## src/rtl/lsu_unit.sv

```systemverilog
// Load/store unit: one data-memory transaction per request over a req/ack handshake,
// with lane steering for stores, extension for loads, and fault/timeout reporting.
module lsu_unit #(
  parameter int unsigned WORD_SIZE      = 32,
  parameter int unsigned TIMEOUT_CYCLES = 255
) (
  input  logic                 clk,
  input  logic                 reset,
  input  logic                 req_valid,
  output logic                 req_ready,
  input  logic                 is_store,
  input  logic [2:0]           funct3,
  input  logic [WORD_SIZE-1:0] addr,
  input  logic [WORD_SIZE-1:0] store_data,
  input  logic [4:0]           rd,
  output logic                 mem_req,
  output logic                 mem_we,
  output logic [WORD_SIZE-1:0] mem_addr,
  output logic [3:0]           mem_wstrb,
  output logic [WORD_SIZE-1:0] mem_wdata,
  input  logic                 mem_ack,
  input  logic [WORD_SIZE-1:0] mem_rdata,
  output logic                 done,
  output logic                 wb_valid,
  output logic [4:0]           wb_rd,
  output logic [WORD_SIZE-1:0] wb_data,
  output logic                 exc_valid,
  output logic [1:0]           exc_cause,
  output logic [WORD_SIZE-1:0] exc_addr
);

  typedef enum logic [1:0] {StIdle, StReq, StDone} state_e;

  localparam logic [7:0] TimeoutLast = 8'(TIMEOUT_CYCLES - 1);

  state_e               state_q, state_d;
  logic                 is_store_q;
  logic [2:0]           funct3_q;
  logic [WORD_SIZE-1:0] addr_q;
  logic [4:0]           rd_q;
  logic [WORD_SIZE-1:0] mem_addr_q;
  logic [3:0]           wstrb_q;
  logic [WORD_SIZE-1:0] wdata_q;
  logic [7:0]           cnt_q, cnt_d;
  logic                 wb_valid_q, wb_valid_d;
  logic [WORD_SIZE-1:0] wb_data_q, wb_data_d;
  logic                 exc_valid_q, exc_valid_d;
  logic [1:0]           exc_cause_q, exc_cause_d;
  logic                 accept;

  logic                 legal_f3;
  logic                 misaligned;
  logic [3:0]           lane_strb;
  logic [WORD_SIZE-1:0] lane_wdata;
  logic [WORD_SIZE-1:0] shifted;
  logic [WORD_SIZE-1:0] load_ext;

  // Decode of the incoming request, evaluated only on accept.
  always_comb begin
    legal_f3 = 1'b0;
    case (funct3)
      3'b000, 3'b001, 3'b010: legal_f3 = 1'b1;
      3'b100, 3'b101:         legal_f3 = ~is_store;
      default:                legal_f3 = 1'b0;
    endcase

    misaligned = ((funct3[1:0] == 2'b01) && addr[0]) ||
                 ((funct3[1:0] == 2'b10) && (addr[1:0] != 2'b00));

    lane_strb  = 4'b1111;
    lane_wdata = store_data;
    case (funct3[1:0])
      2'b00: begin
        lane_strb  = 4'b0001 << addr[1:0];
        lane_wdata = {4{store_data[7:0]}};
      end
      2'b01: begin
        lane_strb  = 4'b0011 << addr[1:0];
        lane_wdata = {2{store_data[15:0]}};
      end
      default: begin
        lane_strb  = 4'b1111;
        lane_wdata = store_data;
      end
    endcase
    if (!is_store) begin
      lane_strb = 4'b0000;
    end
  end

  // Load extraction from the returned word using the latched request.
  always_comb begin
    shifted  = mem_rdata >> {addr_q[1:0], 3'b000};
    load_ext = shifted;
    case (funct3_q[1:0])
      2'b00:   load_ext = {{24{~funct3_q[2] & shifted[7]}}, shifted[7:0]};
      2'b01:   load_ext = {{16{~funct3_q[2] & shifted[15]}}, shifted[15:0]};
      default: load_ext = shifted;
    endcase
  end

  always_comb begin
    state_d     = state_q;
    cnt_d       = cnt_q;
    accept      = 1'b0;
    wb_valid_d  = 1'b0;
    wb_data_d   = wb_data_q;
    exc_valid_d = 1'b0;
    exc_cause_d = exc_cause_q;
    unique case (state_q)
      StIdle: begin
        if (req_valid) begin
          accept = 1'b1;
          cnt_d  = 8'd0;
          if (!legal_f3) begin
            state_d     = StDone;
            exc_valid_d = 1'b1;
            exc_cause_d = 2'd2;
          end else if (misaligned) begin
            state_d     = StDone;
            exc_valid_d = 1'b1;
            exc_cause_d = {1'b0, is_store};
          end else begin
            state_d = StReq;
          end
        end
      end
      StReq: begin
        // An ack in the last allowed cycle still completes the access.
        if (mem_ack) begin
          state_d    = StDone;
          wb_valid_d = ~is_store_q && (rd_q != 5'd0);
          if (!is_store_q) begin
            wb_data_d = load_ext;
          end
        end else if (cnt_q == TimeoutLast) begin
          state_d     = StDone;
          exc_valid_d = 1'b1;
          exc_cause_d = 2'd3;
        end else begin
          cnt_d = cnt_q + 8'd1;
        end
      end
      StDone: begin
        state_d = StIdle;
      end
      default: begin
        state_d = StIdle;
      end
    endcase
  end

  always_ff @(posedge clk) begin
    if (reset) begin
      state_q     <= StIdle;
      is_store_q  <= 1'b0;
      funct3_q    <= 3'b000;
      addr_q      <= '0;
      rd_q        <= 5'd0;
      mem_addr_q  <= '0;
      wstrb_q     <= 4'b0000;
      wdata_q     <= '0;
      cnt_q       <= 8'd0;
      wb_valid_q  <= 1'b0;
      wb_data_q   <= '0;
      exc_valid_q <= 1'b0;
      exc_cause_q <= 2'd0;
    end else begin
      state_q     <= state_d;
      cnt_q       <= cnt_d;
      wb_valid_q  <= wb_valid_d;
      wb_data_q   <= wb_data_d;
      exc_valid_q <= exc_valid_d;
      exc_cause_q <= exc_cause_d;
      if (accept) begin
        is_store_q <= is_store;
        funct3_q   <= funct3;
        addr_q     <= addr;
        rd_q       <= rd;
        mem_addr_q <= {addr[WORD_SIZE-1:2], 2'b00};
        wstrb_q    <= lane_strb;
        wdata_q    <= lane_wdata;
      end
    end
  end

  assign req_ready = (state_q == StIdle);
  assign mem_req   = (state_q == StReq);
  assign mem_we    = (state_q == StReq) && is_store_q;
  assign mem_addr  = mem_addr_q;
  assign mem_wstrb = wstrb_q;
  assign mem_wdata = wdata_q;
  assign done      = (state_q == StDone);
  assign wb_valid  = wb_valid_q;
  assign wb_rd     = rd_q;
  assign wb_data   = wb_data_q;
  assign exc_valid = exc_valid_q;
  assign exc_cause = exc_cause_q;
  assign exc_addr  = addr_q;

endmodule

```

## config.mk

```make
export PLATFORM = sky130hd
export DESIGN_NAME = lsu_unit
export DESIGN_NICKNAME = d
export VERILOG_FILES = /design/src/rtl/lsu_unit.sv
export SDC_FILE = /design/constraint.sdc
export NUM_CORES = 1
export LEC_CHECK = 0
export ABC_AREA = 1
export CAP_MARGIN = 20
export CORE_ASPECT_RATIO = 1.5
export CORE_MARGIN = 5
export CORE_UTILIZATION = 40
export DETAILED_ROUTE_END_ITERATION = 12
export GPL_TIMING_DRIVEN = 0
export PLACE_DENSITY_LB_ADDON = 0.25
export SLEW_MARGIN = 40
export SYNTH_ARGS = -nofsm -noshare
export SYNTH_HDL_FRONTEND = slang
export SYNTH_SLANG_ARGS = --single-unit
```

## constraint.sdc

```tcl
create_clock -name clk -period 2.7 [get_ports clk]
set_input_delay 0.81 -clock clk [delete_from_list [all_inputs] [get_ports clk]]
set_output_delay 0.81 -clock clk [all_outputs]
set_load 0.05 [all_outputs]
```

-- Yosys cells after proc, flatten, opt, wreduce, memory -nomap -nowiden
Index checks and enable logic that the tools add are counted.
- word-level logic and storage cells: 88
- output and inout bits: 145
- flip-flop bits (word level): 153
- bitwise logic cells: 7
- reductions and logical operators: 19
- muxes and demuxes: 29
- equality and inequality tests: 16
- add/subtract/negate cells: 1
- shift-type cells: 3
- operators with widths (operator ; count):
    one-hot mux 32 bit (2 select lines) ; 2
    >> shifter 32 x 5 -> 32 bit ; 1
    two-way mux 8 bit ; 3
    two-way mux 2 bit ; 10
    one-hot mux 8 bit (2 select lines) ; 1
    adder 8 x 1 -> 8 bit (second input constant) ; 1
    equality test 8 bit (second input constant) ; 1
    one-hot mux 2 bit (2 select lines) ; 2
    one-hot mux 4 bit (2 select lines) ; 1
    two-way mux 1 bit ; 7
    equality test 2 x 1 -> 1 bit (second input constant) ; 3
    equality test 3 bit (second input constant) ; 2
    logical NOT 2 bit ; 3
    inequality test 2 bit (second input constant) ; 3
    OR reduction 3 bit ; 2
    NOT 1 bit ; 5
    AND reduction 5 bit ; 1
    nonzero test 5 bit ; 1
    equality test 2 bit (second input constant) ; 2
    logical AND 1 bit ; 4
    two-way mux 4 bit ; 1
    one-hot mux 1 bit (2 select lines) ; 2
    AND reduction 4 bit ; 1
    nonzero test 2 bit ; 2
    13 further kinds ; 14

-- Depth between registers and ports, before layout
- word-level depth: 7
- gate-level depth with buffers: 11
- gate-level depth less buffers: 11

-- Worst setup path after synthesis
OpenSTA, ideal clock, no wires.
- kind: reg2out
- start: register state_q[0]
- end: output mem_we
- required time: 1.890 ns
- stages on the path, launching flop included: 3
- buffers on the path: 0
- data arrival time: 1.180 ns
- path slack: 0.710 ns
- path through: dfxtp_1 -> nand2_4 -> nor2_1
- longest elaborated chain between the ends: 2
- RTL lines (item ; RTL line ; text):
    start: declaration ; 36 ; state_e state_q, state_d;
    start signal: assignment ; 155 ; state_q <= StIdle;
    start signal: assignment ; 169 ; state_q <= state_d;
    equality test 2 x 1 -> 1 bit ; 189 ; assign mem_we = (state_q == StReq) && is_store_q;
    logical AND 1 bit ; 189 ;
    end: declaration ; 17 ; output logic mem_we,
No other way between the ends.

-- Worst setup path in the final report
- start: register state_q[1]
- end: output done
- longest elaborated chain between the ends: 1
- RTL lines (item ; RTL line ; text):
    equality test 2 bit ; 193 ; assign done = (state_q == StDone);
    end: declaration ; 23 ; output logic done,
No other way between the ends.

==> impl_metrics.ini <==
[place]
dp_hpwl_mm = 16.6
gp_congestion = 0.918
io_buffers = 250
place_inst = 1303

[yosys]
yosys.area.top_type = dfxtp_1
yosysMostFrequentCell = nand2_1
async_reset_ff_share_pct = 0
syn_area_per_cell_um2 = 6.97
ys_ff_latch = 123
synth_common_cells = nand2_1 (157), nor2_1 (148), dfxtp_1 (123)
syn_area_mm2 = 0.00596
synth_seq_area_share_pct = 41.3
synth_edf_count = 0
ys_warn_count = 0
netlist_instances = 856
synth.area.top_cells = dfxtp_1 (41%), nand2_1 (9.9%), nor2_1 (9.3%)
yosysTopAreaCellShare_pct = 41.3
synthFlopType = dfxtp_1
ys_types = 40

[setup_path]
rrSetupSlack_ns = 1.17
r2r_cells = 6
critPathMaxFanout = 3
critPathKind = flip-flop to primary output
r2r_end = wb_data[14]$_SDFFE_PP0P_
required_ns = 1.89
cp.arrival_ns = 1.79
end_kind = primary output
r2r-start = exc_addr[1]$_SDFFE_PP0P_
start_kind = flip-flop

[routing]
routedWlPerCell_um = 15.9
vias = 6551
wirelength_mm = 21.3
drc_errors = 0
postRouteAntennaNets = 0
drt_iter0_markers = 432
via_per_inst = 4.91
first_pass_iters = 7

[timing]
slew_headroom_pct = 61.4
tns_ns = 0
drv_slew = 0
worst_slew_pin_slew_ns = 0.578
setup_viol = 0
period_needed_ns = 2.60
fin_crit_sh_pct = 96.3
fmaxAchievable_mhz = 385
finalHoldViolCount = 0
rsz0062_at_grt = no
skew_ns = 0.00785

[die]
dieArea_mm2 = 0.0175
die_h_um = 160
ios = 254
initial_core_util_pct = 40.9
core_mm2 = 0.0146
die_width_um = 110
rows = 54

[layout]
num_antenna_cells = 0
nFillCells = 1358
nNetsFinal = 1237
drive_gt1_share_pct = 10.7
area_growth_pct = 56.8
final_cells = 1335

[clocking]
clock_sinks = 123
clk_latency_ns = 0.42
numCtsBuffers = 17
root_buffer = clkbuf_16
htree_num_levels = 4
cts_hold_buffers = 0
clockBufferDepth = 2
cts_tree = done
path_clk_slew_ns = 0.06

[global_route]
grt_pass1_wl_mm = 33.3
track_usage_pct = 24.6
grt_pass1_vias = 6515
antenna_found_initial = 0
grt_max_degree = 17
overflow = 0

[worst_hold_path]
hp-class = flip-flop to flip-flop
hold_end = mem_wdata[6]$_SDFFE_PP0P_
min_from = mem_wdata[6]$_SDFFE_PP0P_
hold_depth = 2

[outcome]
outcome = complete, no violations

[power]
p_leak_uw = 0.00401
peakVddDrop_v = 0.000394
p_per_area_mw_per_mm2 = 716

[run]
cap_violations = 0
-- registers in the layout, summed over array words and instances (netlist names) --
signal / count
exc_valid: 1
wb_valid: 1
is_store_q: 1
mem_wstrb: 4
wb_rd: 5
cnt_q: 8
wb_data: 32
exc_cause: 2
funct3_q: 3
exc_addr: 32
mem_wdata: 32
state_q: 2
-- report_power, final --
| part | internal, µW | total (µW) | switching (µW) |
|---|---|---|---|
| clock network | 1560 | 2470 | 906 |
| registers | 1980 | 2090 | 108 |
| logic | 763 | 2140 | 1380 |
| total | 4310 | 6700 | 2390 |
-- layer usage --
| metal | wire length [µm] | track usage (%) | vias to the layer above |
|---|---|---|---|
| li1 | - | - | 3295 |
| met5 | 0 | 0 | - |
| met1 | 7690 | 26.0 | 2967 |
| met3 | 1440 | 6.69 | 46 |
| met4 | 737 | 10.4 | 0 |
| met2 | 11400 | 44.5 | 243 |
-- timing repair --
action | CTS | global route
resized for setup | 2 | 0
setup buffers | 0 | 0
hold endpoints to repair | 0 | 0
endpoints found under the setup margin | 2 | 0
-- how the worst max path moves through the flow --
stage / from / end
after floorplan: state_q[0]$_SDFFE_PP0P_ / mem_we
after global placement: funct3[1] / mem_wdata[28]$_SDFFE_PP0P_
after detailed placement: funct3[1] / mem_wdata[25]$_SDFFE_PP0P_
after CTS: state_q[1]$_SDFFE_PP0P_ / done
after global routing: state_q[1]$_SDFFE_PP0P_ / done
final: state_q[1]$_SDFFE_PP0P_ / done
-- stage by stage --
| stage | cell area, µm² | util, % | total power (µW) | worst slack [ns] | hold WS (ns) |
|---|---|---|---|---|---|
| global route | 9350 | 64.1 | 6970 | 0.0214 | 0.465 |
| CTS | 9350 | 64.1 | 6740 | 0.0676 | 0.448 |
| detailed placement | 8710 | 59.7 | 4260 | 0.198 | 0.434 |
| floorplan | 5970 | - | 3480 | 0.710 | 0.456 |
| global placement | 8710 | 59.7 | 4240 | 0.190 | 0.428 |
| finish | 9350 | 64.1 | 6700 | 0.0995 | 0.448 |
-- placed cells by master, fill, tap and decap left out, types with 7 or more instances in the layout --
master / synthesis / routed
clkdlybuf4s50_1: 0 / 248
nand2_1: 157 / 157
nor2_1: 148 / 148
dfxtp_1: 123 / 123
o21ai_0: 98 / 98
a21oi_1: 66 / 66
nand3_1: 65 / 65
inv_1: 50 / 50
buf_4: 37 / 37
buf_2: 22 / 22
clkbuf_1: 19 / 19
clkbuf_16: 0 / 17
a31oi_1: 9 / 9
o211ai_1: 7 / 7
-- layout make-up --
type / count / area [µm²] / share of cell area [%]
multi-input combinational: 592 / 2750 / 29.5
timing repair buffer: 250 / 2500 / 26.7
sequential: 123 / 2460 / 26.3
buffer: 87 / 539 / 5.77
clock buffer: 17 / 425 / 4.55
tap: 196 / 245 / 2.62
clock inverter: 15 / 213 / 2.27
inverter: 55 / 211 / 2.26
-- worst max-delay path, stage by stage, from the launching register on --
cell and delay (ns):
dfxtp_1 0.38, inv_2 0.08, nor2_1 0.08, clkdlybuf4s50_1 0.83
-- logic make-up (layout without fill, tap and decap cells) --
kind of cell | count (synthesis) | after routing | share of synthesized area, %
compound gates | 191 | 191 | 17.1
xor+xnor | 1 | 1 | 0.147
fa+ha+maj | 2 | 2 | 0.420
buf+inv | 142 | 424 | 12.6
flops | 123 | 123 | 41.3
other cells | 1 | 2 | 0.0629
simple gates | 396 | 396 | 28.4
(Power assumes the default switching activity.)
